--- src/rtl/tod_clock_param_pkg.sv ---
// Shared definitions for the parametrised time-of-day clock:
// time-unit constants, splitter state encoding and a width helper.
package tod_pkg;

  localparam int SEC_PER_HOUR = 3600;
  localparam int SEC_PER_MIN  = 60;

  typedef enum logic [1:0] {
    S_IDLE  = 2'd0,
    S_HOURS = 2'd1,
    S_MINS  = 2'd2,
    S_DONE  = 2'd3
  } split_state_e;

  // Number of bits needed to hold values 0..value-1 (minimum 1).
  function automatic int clog2(input int value);
    int bits;
    longint span;
    bits = 0;
    span = 64'sd1;
    while (span < longint'(value)) begin
      span = span << 1;
      bits = bits + 1;
    end
    if (bits < 1) begin
      bits = 1;
    end
    return bits;
  endfunction

endpackage

--- src/rtl/tod_clock_param_if.sv ---
// Control / time bus of the time-of-day clock.
// master = controlling logic, slave = tod_clock_param.
// Alarm signals exist only when TOD_ALARM_EN is defined.
interface tod_clock_param_if #(
  parameter int TIME_W = 17
);

  logic              load;
  logic [TIME_W-1:0] load_time;
  logic              pause;
  logic              step;
  logic [TIME_W-1:0] sec_of_day;
  logic [4:0]        hours;
  logic [5:0]        minutes;
  logic [5:0]        seconds;
  logic              hms_valid;
  logic              sec_tick;
  logic              day_wrap;
  logic              load_err;
`ifdef TOD_ALARM_EN
  logic              alarm_set;
  logic [TIME_W-1:0] alarm_time;
  logic              alarm_hit;
`endif

  modport master (
`ifdef TOD_ALARM_EN
    output alarm_set, alarm_time,
    input  alarm_hit,
`endif
    output load, load_time, pause, step,
    input  sec_of_day, hours, minutes, seconds,
    input  hms_valid, sec_tick, day_wrap, load_err
  );

  modport slave (
`ifdef TOD_ALARM_EN
    input  alarm_set, alarm_time,
    output alarm_hit,
`endif
    input  load, load_time, pause, step,
    output sec_of_day, hours, minutes, seconds,
    output hms_valid, sec_tick, day_wrap, load_err
  );

endinterface

--- src/rtl/tod_clock_param_hms_split.sv ---
// Sequential seconds-of-day to hours/minutes/seconds converter.
// Repeated subtraction: one hour per cycle, then one minute per cycle.
// A start strobe in any state restarts the conversion with i_value.
module tod_hms_split
  import tod_pkg::*;
#(
  parameter int TIME_W = 17
) (
  input  logic              clk,
  input  logic              reset,
  input  logic              i_start,
  input  logic [TIME_W-1:0] i_value,
  output logic              o_busy,
  output logic              o_done,
  output logic [4:0]        o_hours,
  output logic [5:0]        o_minutes,
  output logic [5:0]        o_seconds
);

  localparam logic [TIME_W-1:0] HOUR_W = TIME_W'(SEC_PER_HOUR);
  localparam logic [TIME_W-1:0] MIN_W  = TIME_W'(SEC_PER_MIN);

  split_state_e      r_state;
  split_state_e      w_state_nxt;
  logic [TIME_W-1:0] r_rem;
  logic [4:0]        r_h;
  logic [5:0]        r_m;

  // State register.
  always_ff @(posedge clk) begin
    if (reset) begin
      r_state <= S_IDLE;
    end else begin
      r_state <= w_state_nxt;
    end
  end

  // Next-state logic: start overrides everything, otherwise walk the phases.
  always_comb begin
    w_state_nxt = r_state;
    if (i_start) begin
      w_state_nxt = S_HOURS;
    end else begin
      case (r_state)
        S_IDLE:  w_state_nxt = S_IDLE;
        S_HOURS: begin
          if (r_rem < HOUR_W) begin
            w_state_nxt = S_MINS;
          end else begin
            w_state_nxt = S_HOURS;
          end
        end
        S_MINS: begin
          if (r_rem < MIN_W) begin
            w_state_nxt = S_DONE;
          end else begin
            w_state_nxt = S_MINS;
          end
        end
        S_DONE:  w_state_nxt = S_IDLE;
        default: w_state_nxt = S_IDLE;
      endcase
    end
  end

  // Remainder and digit counters, updated by the active phase.
  always_ff @(posedge clk) begin
    if (reset) begin
      r_rem <= '0;
      r_h   <= 5'd0;
      r_m   <= 6'd0;
    end else if (i_start) begin
      r_rem <= i_value;
      r_h   <= 5'd0;
      r_m   <= 6'd0;
    end else begin
      case (r_state)
        S_HOURS: begin
          if (r_rem >= HOUR_W) begin
            r_rem <= r_rem - HOUR_W;
            r_h   <= r_h + 5'd1;
          end
        end
        S_MINS: begin
          if (r_rem >= MIN_W) begin
            r_rem <= r_rem - MIN_W;
            r_m   <= r_m + 6'd1;
          end
        end
        default: begin
          r_rem <= r_rem;
        end
      endcase
    end
  end

  assign o_busy    = (r_state != S_IDLE);
  assign o_done    = (r_state == S_DONE);
  assign o_hours   = r_h;
  assign o_minutes = r_m;
  assign o_seconds = r_rem[5:0];

endmodule

--- src/rtl/tod_clock_param.sv ---
// Parametrised time-of-day clock: prescaler, seconds-of-day counter,
// load/pause/step control, tick and day-wrap strobes, and an h/m/s view
// kept in lockstep once the splitter has converted a loaded value.
// Optional alarm comparator enabled by defining TOD_ALARM_EN.
module tod_clock_param
  import tod_pkg::*;
#(
  parameter int CLK_HZ  = 50000000,
  parameter int DAY_SEC = 86400,
  parameter int TIME_W  = 17
) (
  input  logic              clk,
  input  logic              reset,
  tod_clock_param_if.slave  bus
);

  localparam int                PRE_W    = clog2(CLK_HZ);
  localparam logic [PRE_W-1:0]  PRE_TOP  = PRE_W'(CLK_HZ - 1);
  localparam logic [TIME_W-1:0] DAY_LIM  = TIME_W'(DAY_SEC);
  localparam logic [TIME_W-1:0] DAY_LAST = TIME_W'(DAY_SEC - 1);

  logic [PRE_W-1:0]  r_presc;
  logic [TIME_W-1:0] r_sec;
  logic [4:0]        r_hours;
  logic [5:0]        r_minutes;
  logic [5:0]        r_seconds;
  logic              r_valid;
  logic              r_tick;
  logic              r_wrap;
  logic              r_err;
  logic              r_dirty;

  logic              w_load_ok;
  logic              w_load_bad;
  logic              w_adv;
  logic              w_wrap;
  logic [TIME_W-1:0] w_sec_nxt;
  logic              w_restart;
  logic              w_commit;
  logic              w_start;
  logic              w_alarm_bad;

  logic              w_busy;
  logic              w_split_done;
  logic [4:0]        w_sp_h;
  logic [5:0]        w_sp_m;
  logic [5:0]        w_sp_s;

  // Decode load/advance conditions and the next seconds-of-day value.
  always_comb begin
    w_load_ok  = bus.load && (bus.load_time < DAY_LIM);
    w_load_bad = bus.load && !(bus.load_time < DAY_LIM);
    if (bus.load) begin
      w_adv = 1'b0;
    end else if (bus.pause) begin
      w_adv = bus.step;
    end else begin
      w_adv = (r_presc == PRE_TOP);
    end
    w_wrap = w_adv && (r_sec == DAY_LAST);
    if (w_load_ok) begin
      w_sec_nxt = bus.load_time;
    end else if (w_wrap) begin
      w_sec_nxt = '0;
    end else if (w_adv) begin
      w_sec_nxt = r_sec + TIME_W'(1);
    end else begin
      w_sec_nxt = r_sec;
    end
    // A finished conversion is stale if time moved since it started
    // or moves on this very edge; convert again from the new value.
    w_restart = w_split_done && (r_dirty || w_adv) && !w_load_ok;
    w_commit  = w_split_done && !r_dirty && !w_adv && !w_load_ok;
    w_start   = w_load_ok || w_restart;
  end

  tod_hms_split #(
    .TIME_W(TIME_W)
  ) u_split (
    .clk       (clk),
    .reset     (reset),
    .i_start   (w_start),
    .i_value   (w_sec_nxt),
    .o_busy    (w_busy),
    .o_done    (w_split_done),
    .o_hours   (w_sp_h),
    .o_minutes (w_sp_m),
    .o_seconds (w_sp_s)
  );

  // Prescaler: frozen by pause or a rejected load, cleared by load or advance.
  always_ff @(posedge clk) begin
    if (reset) begin
      r_presc <= '0;
    end else if (w_load_bad) begin
      r_presc <= r_presc;
    end else if (w_load_ok) begin
      r_presc <= '0;
    end else if (bus.pause) begin
      r_presc <= r_presc;
    end else if (r_presc == PRE_TOP) begin
      r_presc <= '0;
    end else begin
      r_presc <= r_presc + PRE_W'(1);
    end
  end

  // Seconds-of-day counter and one-cycle strobes.
  always_ff @(posedge clk) begin
    if (reset) begin
      r_sec  <= '0;
      r_tick <= 1'b0;
      r_wrap <= 1'b0;
      r_err  <= 1'b0;
    end else begin
      r_sec  <= w_sec_nxt;
      r_tick <= w_adv;
      r_wrap <= w_wrap;
      r_err  <= w_load_bad || w_alarm_bad;
    end
  end

  // Remember whether time moved while a conversion is in flight.
  always_ff @(posedge clk) begin
    if (reset) begin
      r_dirty <= 1'b0;
    end else if (w_start) begin
      r_dirty <= 1'b0;
    end else if (w_adv && w_busy) begin
      r_dirty <= 1'b1;
    end else begin
      r_dirty <= r_dirty;
    end
  end

  // H/M/S view: invalid during conversion, then counts alongside r_sec.
  always_ff @(posedge clk) begin
    if (reset) begin
      r_hours   <= 5'd0;
      r_minutes <= 6'd0;
      r_seconds <= 6'd0;
      r_valid   <= 1'b1;
    end else if (w_load_ok || w_restart) begin
      r_valid   <= 1'b0;
    end else if (w_commit) begin
      r_hours   <= w_sp_h;
      r_minutes <= w_sp_m;
      r_seconds <= w_sp_s;
      r_valid   <= 1'b1;
    end else if (w_adv && r_valid) begin
      if (w_wrap) begin
        r_hours   <= 5'd0;
        r_minutes <= 6'd0;
        r_seconds <= 6'd0;
      end else if (r_seconds != 6'd59) begin
        r_seconds <= r_seconds + 6'd1;
      end else if (r_minutes != 6'd59) begin
        r_seconds <= 6'd0;
        r_minutes <= r_minutes + 6'd1;
      end else begin
        r_seconds <= 6'd0;
        r_minutes <= 6'd0;
        r_hours   <= r_hours + 5'd1;
      end
    end else begin
      r_valid <= r_valid;
    end
  end

`ifdef TOD_ALARM_EN
  logic [TIME_W-1:0] r_alarm;
  logic              r_armed;
  logic              r_hit;
  logic              w_alarm_ok;

  // Alarm set request decode.
  always_comb begin
    w_alarm_ok  = bus.alarm_set && (bus.alarm_time < DAY_LIM);
    w_alarm_bad = bus.alarm_set && !(bus.alarm_time < DAY_LIM);
  end

  // Alarm register, arming and hit strobe on advance or load.
  always_ff @(posedge clk) begin
    if (reset) begin
      r_alarm <= '0;
      r_armed <= 1'b0;
      r_hit   <= 1'b0;
    end else begin
      if (w_alarm_ok) begin
        r_alarm <= bus.alarm_time;
        r_armed <= 1'b1;
      end
      r_hit <= r_armed && (w_load_ok || w_adv) && (w_sec_nxt == r_alarm);
    end
  end

  assign bus.alarm_hit = r_hit;
`else
  assign w_alarm_bad = 1'b0;
`endif

  assign bus.sec_of_day = r_sec;
  assign bus.hours      = r_hours;
  assign bus.minutes    = r_minutes;
  assign bus.seconds    = r_seconds;
  assign bus.hms_valid  = r_valid;
  assign bus.sec_tick   = r_tick;
  assign bus.day_wrap   = r_wrap;
  assign bus.load_err   = r_err;

endmodule

--- src/flat_wrapper.sv ---
// flat-port wrapper written by rule: the top's interface ports become plain ports
module tod_clock_param_flat import tod_pkg::*;
#(
  parameter int CLK_HZ  = 50000000,
  parameter int DAY_SEC = 86400,
  parameter int TIME_W  = 17
)
  (clk, reset, bus_load, bus_load_time, bus_pause, bus_step, bus_sec_of_day, bus_hours, bus_minutes, bus_seconds, bus_hms_valid, bus_sec_tick, bus_day_wrap, bus_load_err);
  tod_clock_param_if #(.TIME_W(TIME_W)) bus_i ();
  input  logic clk;
  input  logic reset;
  input wire logic [$bits(bus_i.load)-1:0] bus_load;
  input wire logic [$bits(bus_i.load_time)-1:0] bus_load_time;
  input wire logic [$bits(bus_i.pause)-1:0] bus_pause;
  input wire logic [$bits(bus_i.step)-1:0] bus_step;
  output wire logic [$bits(bus_i.sec_of_day)-1:0] bus_sec_of_day;
  output wire logic [$bits(bus_i.hours)-1:0] bus_hours;
  output wire logic [$bits(bus_i.minutes)-1:0] bus_minutes;
  output wire logic [$bits(bus_i.seconds)-1:0] bus_seconds;
  output wire logic [$bits(bus_i.hms_valid)-1:0] bus_hms_valid;
  output wire logic [$bits(bus_i.sec_tick)-1:0] bus_sec_tick;
  output wire logic [$bits(bus_i.day_wrap)-1:0] bus_day_wrap;
  output wire logic [$bits(bus_i.load_err)-1:0] bus_load_err;
  assign bus_i.load = bus_load;
  assign bus_i.load_time = bus_load_time;
  assign bus_i.pause = bus_pause;
  assign bus_i.step = bus_step;
  assign bus_sec_of_day = bus_i.sec_of_day;
  assign bus_hours = bus_i.hours;
  assign bus_minutes = bus_i.minutes;
  assign bus_seconds = bus_i.seconds;
  assign bus_hms_valid = bus_i.hms_valid;
  assign bus_sec_tick = bus_i.sec_tick;
  assign bus_day_wrap = bus_i.day_wrap;
  assign bus_load_err = bus_i.load_err;
  tod_clock_param #(.CLK_HZ(CLK_HZ), .DAY_SEC(DAY_SEC), .TIME_W(TIME_W)) u_core (.clk(clk), .reset(reset), .bus(bus_i));
endmodule
--- config.mk ---
export PLATFORM = sky130hd
export DESIGN_NAME = tod_clock_param_flat
export DESIGN_NICKNAME = d
export VERILOG_FILES = /design/src/rtl/tod_clock_param_pkg.sv /design/src/rtl/tod_clock_param_if.sv /design/src/rtl/tod_clock_param_hms_split.sv /design/src/rtl/tod_clock_param.sv /design/src/flat_wrapper.sv
export SDC_FILE = /design/constraint.sdc
export NUM_CORES = 1
export LEC_CHECK = 0
export CAP_MARGIN = 10
export CORE_MARGIN = 8
export CORE_UTILIZATION = 35
export DETAILED_ROUTE_END_ITERATION = 8
export GPL_TIMING_DRIVEN = 0
export PLACE_DENSITY_LB_ADDON = 0.05
export SLEW_MARGIN = 20
export SYNTH_ARGS = -nofsm -noshare
export SYNTH_HDL_FRONTEND = slang
export SYNTH_HIERARCHICAL = 1
export SYNTH_SLANG_ARGS = --single-unit
--- constraint.sdc ---
create_clock -name clk -period 9 [get_ports clk]
set_input_delay 1.8 -clock clk [delete_from_list [all_inputs] [get_ports clk]]
set_output_delay 1.8 -clock clk [all_outputs]
set_load 0.05 [all_outputs]
==> run_results.csv <==
group,metric,value,unit
route,via_per_inst,5.60,
placement,hpwlAfterDp,13700,µm
timing,worst_slew_pin_slew,0.811,ns
grt,grt_max_degree,20,
clocking,htree_levels,3,
placement,gp_congestion,0.888,
route,routed_wl,18300,µm
timing,fin_worst_skew,0.00744,ns
timing,final.setup.worst_slack,3.47,ns
clocking,cts_tree,"done",
synth,syn_area,0.00568,mm²
synth,yosys_warnings,6,
grt,antenna_found_initial,0,
placement,io_buffers,59,
synth,syn_nets,742,
route,drtAntennaViolNets,0,
timing,finalSetupViolCount,0,
pwr,powerDensity,157,mW/mm²
timing,finalMaxSlewViolations,0,
critical_path,crit_required,9.23,ns
timing,fmax,181,MHz
synth,yosysTopAreaCell,"dfxtp_1",
clocking,root_buffer,"clkbuf_16",
clocking,cts_buffers,9,
die,fp.dieArea,0.0206,mm²
synth,ys_ff_latch,95,
pwr,internal_power,0.715,mW
die,core,0.0159,mm²
grt,grt_pass1_wl,29100,µm
die,io_pins,60,
route,vias,5597,
timing,finalHoldViolations,0,
synth,synth-async-reset-ratio,0,
route,avgRoutedWirePerCell,18.3,µm
timing,rsz0062_at_grt,"no",
timing,fin_crit,5.53,ns
critical_path,worst_setup_path_start_kind,"input port",
die,rows,46,
finish,area_growth_syn_to_layout,20.5,%
clocking,cts_buffer_depth,2,
die,start_util,0.358,
timing,period_share,0.614,
synth,synthTopCellsByArea,"dfxtp_1 (33%), nor2_1 (5.2%), nand2_1 (4.4%), a21oi_1 (4.1%), xor2_1 (4.0%)",
grt,grt_usage,0.181,
synth,syn_area_per_cell,8.02,µm²
finish,fillers,1667,
clocking,worstSkewPairLatency,0.36,ns
pwr,ir_worst_vdd,0.0884,mV
route,drt_iter0_drc,476,
worst_hold_path,hp-class,"register to register",
critical_path,critPathKind,"input port to register",
route,drc,0,
finish,nets,812,
synth,synthFlopType,"dfxtp_1",
timing,tns,0,ns
synth,ys_types,75,
critical_path,cp-end-kind,"register",
route,drt_pass1_iterations,5,
pwr,power_frac_seq,0.430,
synth,synth_top_area_share,0.335,
clocking,post_cts_buffers,0,
pwr,p_clk_frac,0.367,
clocking,path_clk_slew,0.08,ns
status,outcome,"complete, no violations",
die,fp.dieW,143,µm
pwr,switching_power,0.361,mW
finish,final_cell_mix,"dfxtp_1 (95), nor2_1 (78), nand2_1 (66)",
pwr,p_comb_frac,0.203,
clocking,cts_hold_buf,0,
finish,n_antenna_cell,0,
critical_path,path_max_fanout,10,
synth,synth_edf_count,0,
placement,dp_worst_setup_slack,3.15,ns
critical_path,arrival,5.76,ns
run,maxCapViolCount,0,
clocking,cts_sinks,95,
pwr,leakagePower,2.25,nW
clocking,cts-resized-gates,0,
grt,grt_pass1_vias,5266,
finish,layout_commonest_cell,"dfxtp_1",
timing,holdWs,0.484,ns
finish,layout-drive-gt1-share,0.0754,
placement,place_area,0.00654,mm²
timing,max_slew_margin,0.455,
synth,syn_inst,708,
pwr,p_sw_frac,0.336,
finish,utilization,0.431,
finish,fin_area,0.00685,mm²
grt,grt_remaining_overflow,0,
synth,seq_area_frac_synth,0.335,
die,dieHeight,143,µm
-- critical path: stages --
cell	delay (ns)
clkdlybuf4s50_1	0.45
a2111oi_0	0.61
o21ai_1	0.32
nand2_1	0.16
nand2_1	0.24
clkbuf_1	0.35
nand2_1	0.20
clkbuf_1	0.43
clkbuf_1	0.45
buf_1	0.41
mux2i_1	0.26
nor2_1	0.05
-- power groups by stage --
stage	registers, mW	logic [mW]	clock network, mW
finish	0.463	0.218	0.395
global placement	0.472	0.214	0
detailed placement	0.472	0.216	0
floorplan	0.490	0.124	0
global route	0.466	0.236	0.424
CTS	0.463	0.217	0.405
-- cell type report --
type	count	area, µm²	area share
clock inverter	7	73.8	0.0108
timing repair buffer	59	591	0.0863
clock buffer	9	225	0.0329
buffer	42	213	0.0311
inverter	18	67.6	0.00987
multi-input combinational	553	3500	0.512
tap	216	270	0.0395
sequential	95	1900	0.278
-- stage by stage --
step	cells	total power, mW
after floorplan	708	0.614
after global placement	983	0.686
after detailed placement	983	0.689
after CTS	999	1.08
after global routing	999	1.13
final	999	1.08
-- metal layers --
| metal | global-route usage | vias up | wire length, µm | share of wire |
|---|---|---|---|---|
| met5 | 0 | - | 0 | 0 |
| met4 | 0.0576 | 0 | 238 | 0.013 |
| met3 | 0.0305 | 16 | 1050 | 0.057 |
| met2 | 0.295 | 166 | 8460 | 0.46 |
| met1 | 0.239 | 2683 | 8560 | 0.47 |
| li1 | - | 2732 | - | - |
-- cells in the mapped netlist (9+ instances only) --
| library cell | number |
|---|---|
| a211oi_1 | 10 |
| a21oi_1 | 47 |
| a221oi_1 | 9 |
| clkbuf_1 | 26 |
| dfxtp_1 | 95 |
| ha_1 | 12 |
| inv_1 | 18 |
| nand2_1 | 66 |
| nand2b_1 | 11 |
| nand3_1 | 24 |
| nand3b_1 | 14 |
| nand4_1 | 16 |
| nor2_1 | 78 |
| nor3_1 | 28 |
| o211ai_1 | 12 |
| o21ai_0 | 23 |
| o21ai_1 | 11 |
| or3_1 | 13 |
| xnor2_1 | 20 |
| xor2_1 | 26 |
-- sequential cells by signal, summed over array words and instances, names as in the netlist --
| name | count |
|---|---|
| u_core/r_presc | 26 |
| u_core/bus.sec_of_day | 17 |
| u_core/u_split/r_rem | 17 |
| u_core/bus.minutes | 6 |
| u_core/bus.seconds | 6 |
| u_core/u_split/o_minutes | 6 |
| u_core/bus.hours | 5 |
| u_core/u_split/o_hours | 5 |
| u_core/u_split/r_state | 2 |
| u_core/bus.day_wrap | 1 |
| u_core/bus.hms_valid | 1 |
| u_core/bus.load_err | 1 |
| u_core/bus.sec_tick | 1 |
| u_core/r_dirty | 1 |
-- worst paths after layout --
kind,start,endpoint,slack (ns),depth (start not counted)
worst max-delay path,bus_load_time[8],u_core/u_split/r_rem[0],3.47,12
worst min-delay path,u_core/r_presc[15],u_core/r_presc[15],0.48,2
worst max register to register,u_core/r_presc[2],u_core/u_split/r_rem[0],5.04,12
worst min register to register,u_core/r_presc[15],u_core/r_presc[15],0.48,2
-- cells by family after synthesis --
group | after synthesis | synth area share
AND/OR/NAND/NOR | 317 | 0.297
multiplexers | 5 | 0.00903
adder cells (fa/ha/maj) | 12 | 0.0264
flip-flops | 95 | 0.335
XOR/XNOR | 46 | 0.0709
buffers and inverters | 60 | 0.0493
AO/OA/AOI/OAI | 173 | 0.213
Power figures use the tool's default switching activity.
